File: src/rtl/uart_rx_fifo.sv
// Receive-side byte FIFO for a UART: first-word-fall-through output, occupancy
// count, and a sticky overflow flag for bytes dropped while full.
module uart_rx_fifo #(
  parameter int DATA_WIDTH = 8,
  parameter int DEPTH      = 16
) (
  input  logic                     clk,
  input  logic                     rst,
  input  logic [DATA_WIDTH-1:0]    inData,
  input  logic                     inValid,
  output logic [DATA_WIDTH-1:0]    outData,
  output logic                     outValid,
  input  logic                     outReady,
  output logic [$clog2(DEPTH):0]   count,
  output logic                     full,
  output logic                     overflow,
  input  logic                     clearOverflow
);

  localparam int AW = $clog2(DEPTH);
  localparam int CW = AW + 1;

  logic [DATA_WIDTH-1:0] mem [DEPTH];
  logic [AW-1:0]         wr_ptr;
  logic [AW-1:0]         rd_ptr;
  logic                  pop;
  logic                  write;
  logic                  drop;

  assign outValid = (count != '0);
  assign full     = (count == CW'(DEPTH));
  assign outData  = mem[rd_ptr];

  // A pop in the same cycle frees the slot, so a full FIFO can still accept.
  assign pop   = outValid & outReady;
  assign write = inValid & (~full | pop);
  assign drop  = inValid & full & ~pop;

  always_ff @(posedge clk) begin
    if (rst) begin
      wr_ptr   <= '0;
      rd_ptr   <= '0;
      count    <= '0;
      overflow <= 1'b0;
    end else begin
      if (write) wr_ptr <= wr_ptr + AW'(1);
      if (pop)   rd_ptr <= rd_ptr + AW'(1);
      case ({write, pop})
        2'b10:   count <= count + CW'(1);
        2'b01:   count <= count - CW'(1);
        default: count <= count;
      endcase
      // A new drop wins over a simultaneous clear.
      if (drop)               overflow <= 1'b1;
      else if (clearOverflow) overflow <= 1'b0;
    end
  end

  // Storage is not reset; a write is suppressed while rst is high.
  always_ff @(posedge clk) begin
    if (!rst && write) mem[wr_ptr] <= inData;
  end

endmodule
File: config.mk
export PLATFORM = sky130hd
export DESIGN_NAME = uart_rx_fifo
export DESIGN_NICKNAME = d
export VERILOG_FILES = /design/src/rtl/uart_rx_fifo.sv
export SDC_FILE = /design/constraint.sdc
export NUM_CORES = 1
export LEC_CHECK = 0
export CAP_MARGIN = 20
export CORE_UTILIZATION = 59
export CTS_CLUSTER_SIZE = 40
export DETAILED_ROUTE_END_ITERATION = 10
export PLACE_DENSITY_LB_ADDON = 0.12
export SETUP_SLACK_MARGIN = 0.02
export SLEW_MARGIN = 10
export SYNTH_ARGS = -nofsm -noshare
export SYNTH_HDL_FRONTEND = slang
export SYNTH_SLANG_ARGS = --single-unit
File: constraint.sdc
create_clock -name clk -period 3.1 [get_ports clk]
set_clock_uncertainty 0.1 [all_clocks]
set_input_delay 0.31 -clock clk [delete_from_list [all_inputs] [get_ports clk]]
set_output_delay 0.31 -clock clk [all_outputs]
set_load 0.02 [all_outputs]
==> results.toml <==
[synthesis]
synth_mux_area_share_pct = 16.9
synth_cell_type_count = 39
synth_edf_count = 128
synth_fa_ha_area_share_pct = 1.50
yosys_warnings = 0
ys.flop_type = "edfxtp_1"
synthesis.area_um2 = 5840
synth-xor-area-share_pct = 1.05
synth_compound_area_share_pct = 2.32
synthCells = 303
synth.avg_cell_area_um2 = 19.3
synthArstFlopShare_pct = 0
syn_nets = 323
yosysSeqAreaShare_pct = 72.0
ys_ff_latch = 146
synth_top_family_by_area = "multiplexers"
synthSimpleGateAreaFrac_pct = 4.59

[clocking]
cts_sinks = 146
clkTransAtPathRegs_ps = 60
clk-insertion-delay-late_ps = 520
cts_tree = "done"
post-cts-setup-buffer-count = 0
cts_root_buf = "clkbuf_8"
cts_max_path_buffers = 2
cts_resized = 8
ctsHoldBuffers = 0
cts_made_buffers = 17
htree_levels = 4

[cells_and_area]
layout_common_cells = "edfxtp_1 (128), mux4_2 (40), nor2_1 (37)"
final_common_cell = "edfxtp_1"
layout-drive-gt1-share_pct = 27.7
fin_nets = 379
antenna_cells = 0
finalCoreUtilization_pct = 74.2
area.growth.synth_to_final_pct = 19.7
instances_no_fill = 501

[floorplanning]
design.die.area_um2 = 10300
fp.dieW_um = 101
core_um2 = 9420
io_pins = 29
die_h_um = 101
initial_core_util_pct = 62.0
rows = 35

[critical_path]
critPathMostFrequentCell = "mux4_2"
cp_slowest_cell = "mux4_2"
required_ps = 2690
worstSetupPathType = "flip-flop to output pin"
critPathLaunchType = "flip-flop"
crit_family = "multiplexers"
critPathArrivalTime_ps = 2580
slowest_delay_ps = 560
crit_chain = "buf_12 -> mux4_2 -> mux4_2 -> dlygate4sd2_1"
crit_path_end_kind = "output pin"
worst-path-buf-inv = 2
worstPathMaxFanout = 32
rr_startpoint = "count[0]"

[min_path]
min_from = "clearOverflow"
hold_path.class = "primary input to flip-flop"

[pwr]
power_frac_seq_pct = 40.5
power.density_nw_per_um2 = 811
swShare_pct = 27.0
switchingPower_mw = 1.53
vdd_drop_max_uv = 503
p_int_mw = 4.14
combPwrFrac_pct = 23.3
power.leakage_nw = 2.32
p_clk_share_pct = 36.3

[run_status]
status = "complete, no violations"

[timing]
relSlewSlack_pct = 30.6
finalCritPeriodShare_pct = 96.3
fmax_mhz = 335
tightestPinTransition_ps = 1040
setup_violations = 0
hold_viol_final = 0
finalMaxSlewViolations = 0
tns_ps = 0
post-route-min-period_ps = 2990
hold_slack_ps = 371
rsz0062_at_grt = "no"

[detailed_routing]
avgRoutedWirePerCell_um = 23.7
drc = 0
route.met3.wl_um = 726
drtAntennaViolNets = 0
drt-pass1-iter-count = 4
m1WireLength_mm = 4.84
finalWirelength_mm = 11.9
dr_wl_met2_mm = 6.06
drt_iter0_drc = 196
vias = 3014
via_per_inst = 6.02
top_layer = "met4"

[place]
portBuffers = 28
dp_hpwl_mm = 7.26
dp_cells = 469
gp_congestion = 0.838

[grt]
grt_pass1_vias = 3151
grt_usage_pct = 26.0
grt_pass1_wl_mm = 18.1
antenna_found_initial = 0
grt_max_degree = 33
grt_overflow_total = 0

[run]
maxCapViolCount = 0
-- power groups by stage --
stage | Clock, mW | Sequential, mW | Combinational (mW)
6_report | 2.05 | 2.29 | 1.32
5_1_grt | 2.15 | 2.30 | 1.42
4_1_cts | 2.08 | 2.29 | 1.34
3_5_place_dp | 0 | 2.33 | 1.36
3_3_place_gp | 0 | 2.33 | 1.34
2_1_floorplan | 0 | 2.34 | 0.946
-- metrics by stage --
step                      cell area [µm²]  power [mW]  worst slack (ps)
after floorplan                      5840        3.29               459
after global placement               6400        3.67               213
after detailed placement             6400        3.69               155
after CTS                            6980        5.71              86.3
after global routing                 6980        5.88              34.7
final                                6980        5.67               113
-- synthesized netlist by cell type (all sizes together) (2+ instances only) --
master,count,area [µm²]
and3,2,12.5
mux2,3,33.8
mux2i,4,52.6
dfxtp,18,360
nor2b,4,25.0
o21a,2,15.0
nand2,8,30.0
nand2b,2,12.5
nor2,37,139
mux4,40,901
clkbuf,5,18.8
xor2,6,52.6
inv,4,15.0
buf,9,60.1
a21oi,5,28.8
edfxtp,128,3840
o211ai,4,30.0
ha,7,87.6
-- cell families (layout without fill, tap and decap cells) --
family | after synthesis | count (layout)
DFF | 146 | 146
and+or+nand+nor | 60 | 60
muxes | 47 | 47
AOI/OAI and AO/OA | 18 | 18
buffers and inverters | 18 | 87
adders and majority gates | 7 | 7
xor gates and xnor gates | 7 | 7
-- worst min-delay path: stages --
cell and delay (ps):
clkdlybuf4s50_1 400, nor2b_1 110, a21oi_1 50, nor2_1 80
-- final cells by class --
cell class	instances	area (µm²)
flip-flops and latches	146	4210
fillers	549	2430
multi-input cells	139	1540
repair buffers	51	468
clock buffers	18	418
clock inverters	14	178
well taps	129	161
inverters	4	15.0
-- state kept, by name, summed over array words and instances (netlist names), named ones only --
name / flops
count: 5
mem: 128
overflow: 1
rd_ptr: 4
wr_ptr: 4
-- final timing paths --
path              slack [ps]          to  cells after the start
hold / removal           370    overflow                      4
hold reg to reg          430   flip-flop                      2
setup reg to reg         390    count[4]                      8
setup / recovery         110  outData[2]                      4
-- metal layers --
layer | GRT usage, % | vias up
li1 | - | 1328
met4 | 10.6 | 0
met5 | 0 | -
met2 | 42.6 | 112
met3 | 6.35 | 17
met1 | 34.0 | 1557
No activity file was read; power rests on OpenSTA's default activity.
